$ cat config.mk
export PLATFORM = sky130hd
export DESIGN_NAME = magia_tile_boot_ctrl
export DESIGN_NICKNAME = d
export VERILOG_FILES = /design/src/rtl/magia_pkg.sv /design/src/rtl/magia_wu_pend.sv /design/src/rtl/magia_tile_boot_ctrl.sv
export SDC_FILE = /design/constraint.sdc
export NUM_CORES = 1
export LEC_CHECK = 0
export CAP_MARGIN = 20
export CORE_ASPECT_RATIO = 2
export CORE_MARGIN = 10
export CORE_UTILIZATION = 43
export DETAILED_ROUTE_END_ITERATION = 12
export PLACE_DENSITY = 0.85
export SLEW_MARGIN = 10
export SYNTH_ARGS = -nofsm -noshare
export SYNTH_HDL_FRONTEND = slang
export SYNTH_SLANG_ARGS = --single-unit
$ cat constraint.sdc
create_clock -name clk_i -period 2.6 [get_ports clk_i]
set_input_delay 0.52 -clock clk_i [delete_from_list [all_inputs] [get_ports clk_i]]
set_output_delay 0.52 -clock clk_i [all_outputs]
set_load 0.02 [all_outputs]
$ cat src/rtl/magia_pkg.sv
// Shared MAGIA tile types.
// Boot controller states and defaults.
package magia_pkg;

  typedef enum logic [2:0] {
    IDLE   = 3'd0,
    ENABLE = 3'd1,
    RUN    = 3'd2,
    SLEEP  = 3'd3,
    WAKE   = 3'd4,
    DRAIN  = 3'd5,
    OFF    = 3'd6
  } tile_boot_state_e;

  localparam int TILE_BOOT_SETTLE_DEFAULT = 8;

endpackage

$ cat src/rtl/magia_wu_pend.sv
// Wake-event pending register.
// New events win over a coinciding clear.
module magia_wu_pend #(
  parameter int N_WU_SRC = 4
) (
  input  logic                clk_i,
  input  logic                rst_i,
  input  logic                set_en_i,
  input  logic                clr_i,
  input  logic [N_WU_SRC-1:0] src_i,
  input  logic [N_WU_SRC-1:0] mask_i,
  output logic [N_WU_SRC-1:0] pend_o
);

  logic [N_WU_SRC-1:0] set_bits;

  assign set_bits = set_en_i ? (src_i & mask_i) : '0;

  // accumulate enabled events; clear keeps only this cycle's arrivals
  always_ff @(posedge clk_i or posedge rst_i) begin
    if (rst_i) begin
      pend_o <= '0;
    end else if (clr_i) begin
      pend_o <= set_bits;
    end else begin
      pend_o <= pend_o | set_bits;
    end
  end

endmodule

$ cat src/rtl/magia_tile_boot_ctrl.sv
// MAGIA tile boot/run/sleep/shutdown sequencer.
// Drives enable, boot address, fetch enable and wake pulses.
module magia_tile_boot_ctrl
  import magia_pkg::*;
#(
  parameter int SETTLE_CYC = TILE_BOOT_SETTLE_DEFAULT,
  parameter int N_WU_SRC   = 4,
  parameter int DRAIN_TO   = 256
) (
  input  logic                clk_i,
  input  logic                rst_i,
  input  logic                start_i,
  input  logic                stop_i,
  input  logic [31:0]         boot_addr_cfg_i,
  input  logic [N_WU_SRC-1:0] wu_src_i,
  input  logic [N_WU_SRC-1:0] wu_mask_i,
  input  logic                core_sleep_i,
  output logic                tile_enable_o,
  output logic [31:0]         boot_addr_o,
  output logic                fetch_enable_o,
  output logic                wu_wfe_o,
  output logic                busy_o,
  output logic [2:0]          state_o,
  output logic                err_o
);

  localparam int CMAX = (SETTLE_CYC > DRAIN_TO) ? SETTLE_CYC : DRAIN_TO;
  localparam int CW   = $clog2(CMAX + 1);
  localparam logic [CW-1:0] SETTLE_LAST = CW'(SETTLE_CYC - 1);
  localparam logic [CW-1:0] DRAIN_LAST  =
    CW'((DRAIN_TO == 0) ? 0 : DRAIN_TO - 1);

  tile_boot_state_e    state_q, state_d;
  logic [CW-1:0]       cnt_q, cnt_d;
  logic                err_d;
  logic                start_acc;
  logic                pend_set, pend_clr;
  logic [N_WU_SRC-1:0] pend;

  assign start_acc = (state_q == IDLE) && start_i;
  assign state_o   = state_q;

  magia_wu_pend #(
    .N_WU_SRC (N_WU_SRC)
  ) u_pend (
    .clk_i    (clk_i),
    .rst_i    (rst_i),
    .set_en_i (pend_set),
    .clr_i    (pend_clr),
    .src_i    (wu_src_i),
    .mask_i   (wu_mask_i),
    .pend_o   (pend)
  );

  // next state, pending control, error and shared counter
  always_comb begin
    state_d  = state_q;
    err_d    = err_o;
    pend_set = 1'b0;
    pend_clr = 1'b0;
    unique case (state_q)
      IDLE: begin
        if (start_i) begin
          state_d  = ENABLE;
          err_d    = 1'b0;
          pend_clr = 1'b1;
        end
      end
      ENABLE: begin
        if (cnt_q == SETTLE_LAST) state_d = RUN;
      end
      RUN: begin
        pend_set = 1'b1;
        if (stop_i) state_d = DRAIN;
        else if (core_sleep_i) state_d = SLEEP;
      end
      SLEEP: begin
        pend_set = 1'b1;
        if (stop_i) begin
          state_d = DRAIN;
        end else if (|pend) begin
          state_d  = WAKE;
          pend_clr = 1'b1;
        end else if (!core_sleep_i) begin
          state_d = RUN;
        end
      end
      WAKE: state_d = RUN;
      DRAIN: begin
        if (core_sleep_i) begin
          state_d = OFF;
        end else if (DRAIN_TO != 0 && cnt_q == DRAIN_LAST) begin
          state_d = OFF;
          err_d   = 1'b1;
        end
      end
      OFF: state_d = IDLE;
      default: state_d = IDLE;
    endcase
    if (state_d != state_q || !(state_q inside {ENABLE, DRAIN})) begin
      cnt_d = '0;
    end else begin
      cnt_d = cnt_q + 1'b1;
    end
  end

  // state, counter and registered tile-side outputs
  always_ff @(posedge clk_i or posedge rst_i) begin
    if (rst_i) begin
      state_q        <= IDLE;
      cnt_q          <= '0;
      tile_enable_o  <= 1'b0;
      fetch_enable_o <= 1'b0;
      wu_wfe_o       <= 1'b0;
      busy_o         <= 1'b0;
      err_o          <= 1'b0;
      boot_addr_o    <= '0;
    end else begin
      state_q        <= state_d;
      cnt_q          <= cnt_d;
      tile_enable_o  <= state_d inside {ENABLE, RUN, SLEEP, WAKE, DRAIN};
      fetch_enable_o <= state_d inside {RUN, SLEEP, WAKE};
      wu_wfe_o       <= (state_d == WAKE);
      busy_o         <= (state_d != IDLE);
      err_o          <= err_d;
      if (start_acc) boot_addr_o <= boot_addr_cfg_i;
    end
  end

endmodule

==> impl_metrics.json, run 1 <==
{
  "p_int_w": 0.00232,
  "ys_ff_latch": 53,
  "grt_pass1_vias": 1724,
  "netlist_area_mm2": 0.00221,
  "max_freq_mhz": 456,
  "avgSynthCellArea_um2": 14.0,
  "grt_use_total": 0.137,
  "io_buffers": 84,
  "post_cts_buffers": 0,
  "r2r-end": "cnt_q[4]",
  "ys_seq_area_frac": 0.600,
  "grt_pass1_wl_um": 9320,
  "rows": 36,
  "p_clk_frac": 0.127,
  "power_frac_comb": 0.501,
  "dr.pass1.iters": 4,
  "swShare": 0.368,
  "setup_viol": 0,
  "multiInputGateArea_um2": 835,
  "final_nets": 295,
  "fin_crit_sh": 0.844,
  "seq_power_share": 0.372,
  "path_class": "reg -> reg",
  "cts_hold_buf": 0,
  "clk_latency_ns": 0.31,
  "cts.repair.resized": 0,
  "syn2layout_area_growth_pct": 45.8,
  "grt_max_degree": 36,
  "vias_per_cell": 5.09,
  "rr_worst_depth": 8,
  "mostFrequentLayoutCell": "clkdlybuf4s50_1",
  "finalWeightedCongestion": 0.850,
  "yosys-top-cells-area": "dfrtp_1 60%, mux2_2 15%, nor2_1 2.0%, xor2_1 2.0%, a32o_1 1.8%",
  "switching_power_w": 0.00135,
  "syn_inst": 158,
  "cellLeakagePower_nw": 1.36,
  "yosys.area.top_type": "dfrtp_1",
  "antenna_cells": 0,
  "cts_tree": "built",
  "critPathRequiredTime_ns": 2.78,
  "worstPathArrival_ns": 2.37,
  "overflow": 0,
  "die_area_mm2": 0.00858,
  "critPathLaunchType": "flop",
  "drc": 0,
  "crit_end": "cnt_q[4]",
  "cts_max_level": 2,
  "wl_um": 5800,
  "cts.path.max_buffers": 2,
  "rrSetupSlack_ns": 0.41,
  "start_util": 0.450,
  "setup.worst_path.end_class": "flop",
  "tns_ns": 0,
  "relSlewSlack": 0.639,
  "startpoint": "cnt_q[0]",
  "final_layout_size_suffix_gt1_frac": 0.217,
  "slew_viol_final": 0,
  "synth_top_area_frac": 0.600,
  "final_cell_mix": "84 x clkdlybuf4s50_1, 53 x dfrtp_1, 30 x mux2_2",
  "final-hold-violation-count": 0,
  "syn-num-nets": 205,
  "io_pins": 85,
  "n_fill_cell": 359,
  "hold_ws_ns": 0.512,
  "clkTransAtPathRegs_ns": 0.09,
  "vias": 1557,
  "cts.sinks": 53,
  "rsz0062_at_grt": "false",
  "core_region_area_mm2": 0.00491,
  "fin_skew_ns": 0.00635,
  "detail_route.wl_per_cell_um": 19.0,
  "ctsRootBufferMaster": "clkbuf_8",
  "yosys_warnings": 0,
  "yosysUniqueCellTypes": 37,
  "antenna_left": 0,
  "r2r_start": "cnt_q[0]",
  "power_density_mw_per_mm2": 1140,
  "tightest_slew_ns": 0.537,
  "critPathMaxFanout": 9,
  "die_h_um": 121,
  "run_status": "finished, final reports clean",
  "cap_violations": 0,
  "hpwl_um": 4670,
  "min_period_ns": 2.19,
  "drtIter0Drc": 23,
  "ir_drop_uv": 921,
  "seq_area_mm2": 0.00133,
  "hold_path.class": "in -> async",
  "antenna_found_initial": 0,
  "cts_buffers": 5,
  "die_w_um": 70.7
}
[cells in the mapped netlist]
cell type / n
a21oi_1: 3
a21oi_2: 1
a31oi_1: 2
a32o_1: 4
and2_2: 1
and2_4: 1
and3_1: 1
and3_2: 1
and4_1: 1
and4bb_2: 1
buf_2: 3
clkbuf_2: 1
dfrtp_1: 53
ha_1: 2
inv_1: 8
mux2_1: 2
mux2_2: 30
nand2_1: 3
nand3_1: 5
nand4_1: 1
nand4bb_1: 1
nor2_1: 12
nor2b_1: 2
nor3b_1: 1
nor3b_2: 1
nor4_1: 1
nor4_2: 1
nor4b_4: 1
o21a_1: 1
o21bai_1: 1
o221a_2: 1
o41ai_2: 1
o41ai_4: 1
or2b_1: 1
or3b_2: 2
xnor2_1: 1
xor2_1: 5
[stage by stage]
stage	setup WS [ns]	std cells	area, µm²	util	total power, W
floorplan	0.707	158	2210	-	0.00239
global placement	0.479	298	3140	0.639	0.00320
detailed placement	0.399	298	3140	0.639	0.00325
CTS	0.388	306	3220	0.657	0.00372
global route	0.195	306	3220	0.657	0.00389
finish	0.406	306	3220	0.657	0.00367
[sequential cells by signal, indices dropped and copies added (netlist names)]
register	flops
err_o	1
u_pend.pend_o	4
tile_enable_o	1
busy_o	1
wu_wfe_o	1
state_o	3
boot_addr_o	32
fetch_enable_o	1
cnt_q	9
[cell families (layout without fill, tap and decap cells)]
kind of cell / after synthesis / after routing / synth area share
buffers and inverters: 12 / 103 / 0.0226
AO/OA/AOI/OAI: 15 / 15 / 0.0662
AND/OR/NAND/NOR: 38 / 38 / 0.113
flip-flops: 53 / 53 / 0.600
multiplexers: 32 / 32 / 0.163
XOR/XNOR: 6 / 6 / 0.0238
adder cells (fa/ha/maj): 2 / 2 / 0.0113
[worst min-delay path by stage]
stage,from,to,slack [ns],depth (start not counted)
detailed placement,boot_addr_o[6],boot_addr_o[6],0.49,1
CTS,rst_i,boot_addr_o[30],0.52,2
finish,rst_i,boot_addr_o[30],0.51,2
global route,boot_addr_o[22],boot_addr_o[22],0.53,1
global placement,boot_addr_o[3],boot_addr_o[3],0.47,1
floorplan,cnt_q[0],cnt_q[0],0.47,1
[per-layer routing]
layer / share of wire / routed length (µm) / global-route usage
met3: 0.069 / 403 / 0.0475
met1: 0.33 / 1920 / 0.127
met2: 0.58 / 3360 / 0.261
met5: 0 / 0 / 0
met4: 0.019 / 111 / 0.0523
[critical path: stages, from the launching register on]
cell       delay [ns]
dfrtp_1          0.43
ha_1             0.25
nand2_1          0.12
nor2_1           0.12
ha_1             0.22
nand4bb_1        0.14
a21oi_1          0.13
o41ai_4          0.55
nor2_1           0.11
[area by class of cell]
class                   count  share of cell area
multi-input cells          93               0.259
well taps                  57              0.0221
inverters                   8             0.00931
clock inverters             2             0.00427
repair buffers             87               0.272
flip-flops and latches     53               0.411
clock buffers               6              0.0225
[power by group through the flow]
stage / Combinational, W / Clock [W] / Sequential (W)
floorplan: 0.000660 / 0 / 0.00173
global placement: 0.00183 / 0 / 0.00137
detailed placement: 0.00186 / 0 / 0.00139
CTS: 0.00187 / 0.000480 / 0.00137
global route: 0.00196 / 0.000507 / 0.00142
finish: 0.00184 / 0.000466 / 0.00137
Power figures use the tool's default switching activity.
==> run 2, diff against run 1 <==
CORE_UTILIZATION = 39   (was 43)
PLACE_DENSITY = 0.81   (was 0.85)
clock period = 1.85 ns   (was 2.6 ns; I/O delays follow)
==> run 2 against run 1 <==
Against the previous run: die area up 7.9%; flip-flop and latch count unchanged; count of clock-buffer cells in the layout unchanged; largest cell class unchanged; register-to-register slack worse by 0.34 ns; cell count up 9.5%; clock power up 35%; critical endpoint is now state_o[0].
==> impl_metrics.json, run 2 (synthesized netlist as in run 1, its figures left out) <==
{
  "run_status": "finished, final reports clean",
  "overflow": 0,
  "vias_per_cell": 5.13,
  "critPathRequiredTime_ns": 1.48,
  "core_region_area_mm2": 0.00547,
  "power_frac_comb": 0.526,
  "hold_path.class": "in -> async",
  "start_util": 0.404,
  "syn2layout_area_growth_pct": 58.6,
  "cts_hold_buf": 0,
  "grt_use_total": 0.129,
  "antenna_found_initial": 0,
  "tightest_slew_ns": 0.392,
  "ir_drop_uv": 1270,
  "max_freq_mhz": 548,
  "min_period_ns": 1.83,
  "n_fill_cell": 430,
  "p_int_w": 0.00342,
  "critPathLaunchType": "flop",
  "die_w_um": 73.2,
  "io_pins": 85,
  "drc": 0,
  "clkTransAtPathRegs_ns": 0.09,
  "cellLeakagePower_nw": 1.51,
  "die_h_um": 126,
  "fin_skew_ns": 0.0103,
  "cts_buffers": 5,
  "grt_max_degree": 30,
  "drtIter0Drc": 106,
  "crit_path_max_incr_delay_ns": 0.65,
  "cts_tree": "built",
  "startpoint": "state_o[0]",
  "final-hold-violation-count": 0,
  "hold_ws_ns": 0.427,
  "setup_viol": 0,
  "io_buffers": 84,
  "cap_violations": 0,
  "swShare": 0.362,
  "switching_power_w": 0.00194,
  "seq_power_share": 0.357,
  "fin_cells": 335,
  "antenna_cells": 0,
  "regMostFlops": "boot_addr_o",
  "hpwl_um": 4630,
  "rows": 38,
  "vias": 1718,
  "wl_um": 6080,
  "path_cells": "clkdlybuf4s50_1",
  "path_class": "reg -> out",
  "setup.worst_path.end_class": "output pin",
  "critPathMaxFanout": 8,
  "die_area_mm2": 0.00926,
  "crit_family": "buffers and inverters",
  "cts_max_level": 2,
  "slowest_stage": "clkdlybuf4s50_1",
  "cts.sinks": 53,
  "ctsRootBufferMaster": "clkbuf_8",
  "final_cell_mix": "83 x clkdlybuf4s50_1, 51 x dfrtp_1, 30 x mux2_2",
  "r2r_start": "cnt_q[2]",
  "final_layout_size_suffix_gt1_frac": 0.335,
  "grt_pass1_wl_um": 9440,
  "dr.pass1.iters": 4,
  "clk_latency_ns": 0.30,
  "fin_crit_sh": 0.987,
  "top_regs": "boot_addr_o: 32 flops, cnt_q: 9 flops, u_pend.pend_o: 4 flops",
  "p_clk_frac": 0.117,
  "finalWeightedCongestion": 0.827,
  "final_nets": 321,
  "dp.cells": 317,
  "slew_viol_final": 0,
  "grt_pass1_vias": 1857,
  "worst-path-buf-inv": 1,
  "worstPathArrival_ns": 1.46,
  "antenna_left": 0,
  "cts.path.max_buffers": 2,
  "detail_route.wl_per_cell_um": 18.1,
  "mostFrequentLayoutCell": "clkdlybuf4s50_1",
  "largest_reg_flops": 32,
  "relSlewSlack": 0.736,
  "power_density_mw_per_mm2": 1530
}
run 2: cell types whose count changed in the layout (fill, tap and decap cells not counted), moves of 2 or more:
cell | before | now
buf_6 | 0 | 5
dfrtp_1 | 53 | 51
nor2_2 | 0 | 2
clkinvlp_4 | 0 | 2
buf_4 | 2 | 23
ha_1 | 2 | 0
dfrtp_2 | 0 | 2
nor2_1 | 12 | 9
run 2: layer usage:
metal | wire, µm | part of all wire | global-route usage
met1 | 1960 | 0.32 | 0.121
met3 | 491 | 0.081 | 0.0554
met2 | 3540 | 0.58 | 0.238
met4 | 82 | 0.013 | 0.0371
met5 | 0 | 0 | 0
run 2: cell type report:
| cell class | instances | area (µm²) | area share |
|---|---|---|---|
| repair buffers | 113 | 1090 | 0.310 |
| clock inverters | 2 | 15.0 | 0.00428 |
| clock buffers | 6 | 72.6 | 0.0207 |
| multi-input cells | 93 | 896 | 0.256 |
| inverters | 8 | 30.0 | 0.00857 |
| well taps | 60 | 75.1 | 0.0214 |
| flip-flops and latches | 53 | 1330 | 0.379 |
run 2: path summary, 6_finish.rpt:
check / endpoint / slack (ns) / depth (start not counted)
setup / recovery: state_o[0] / 0.02 / 1
hold / removal: boot_addr_o[21] / 0.43 / 3
setup reg to reg: cnt_q[3] / 0.07 / 9
hold reg to reg: boot_addr_o[3] / 0.50 / 1
max in group asynchronous: state_o[2] / 1.10 / 3
min in group clk_i: boot_addr_o[3] / 0.50 / 1
run 2: power by group through the flow:
stage	sequential (W)	combinational [W]	clock, W
2_1_floorplan	0.00243	0.000927	0
3_3_place_gp	0.00191	0.00272	0
3_5_place_dp	0.00194	0.00276	0
4_1_cts	0.00192	0.00281	0.000659
5_1_grt	0.00198	0.00301	0.000698
6_report	0.00192	0.00282	0.000627
run 2: what timing repair did:
| action | 4_1_cts | 5_1_grt |
|---|---|---|
| buffers inserted | 10 | 2 |
| cloned | 1 | 0 |
| resized for setup | 10 | 13 |
| pin swaps | 7 | 8 |
| setup endpoints to repair | 13 | 14 |
run 2: per-stage QoR:
| step | setup slack [ns] | utilization | area (µm²) | total power [W] | TNS, ns |
|---|---|---|---|---|---|
| 6_report | 0.0246 | 0.641 | 3510 | 0.00537 | 0 |
| 5_1_grt | -0.0590 | 0.641 | 3510 | 0.00569 | -0.370 |
| 4_1_cts | -0.0419 | 0.631 | 3450 | 0.00539 | -0.173 |
| 3_5_place_dp | -0.180 | 0.597 | 3260 | 0.00470 | -1.42 |
| 3_3_place_gp | -0.0522 | 0.597 | 3260 | 0.00462 | -0.421 |
| 2_1_floorplan | 0.0343 | - | 2210 | 0.00336 | 0 |
==> run 3, diff against run 2 <==
SLEW_MARGIN = not set   (was 10)
==> results of run 3 <==
No change in the layout: final DEF, timing and power equal those of run 2.
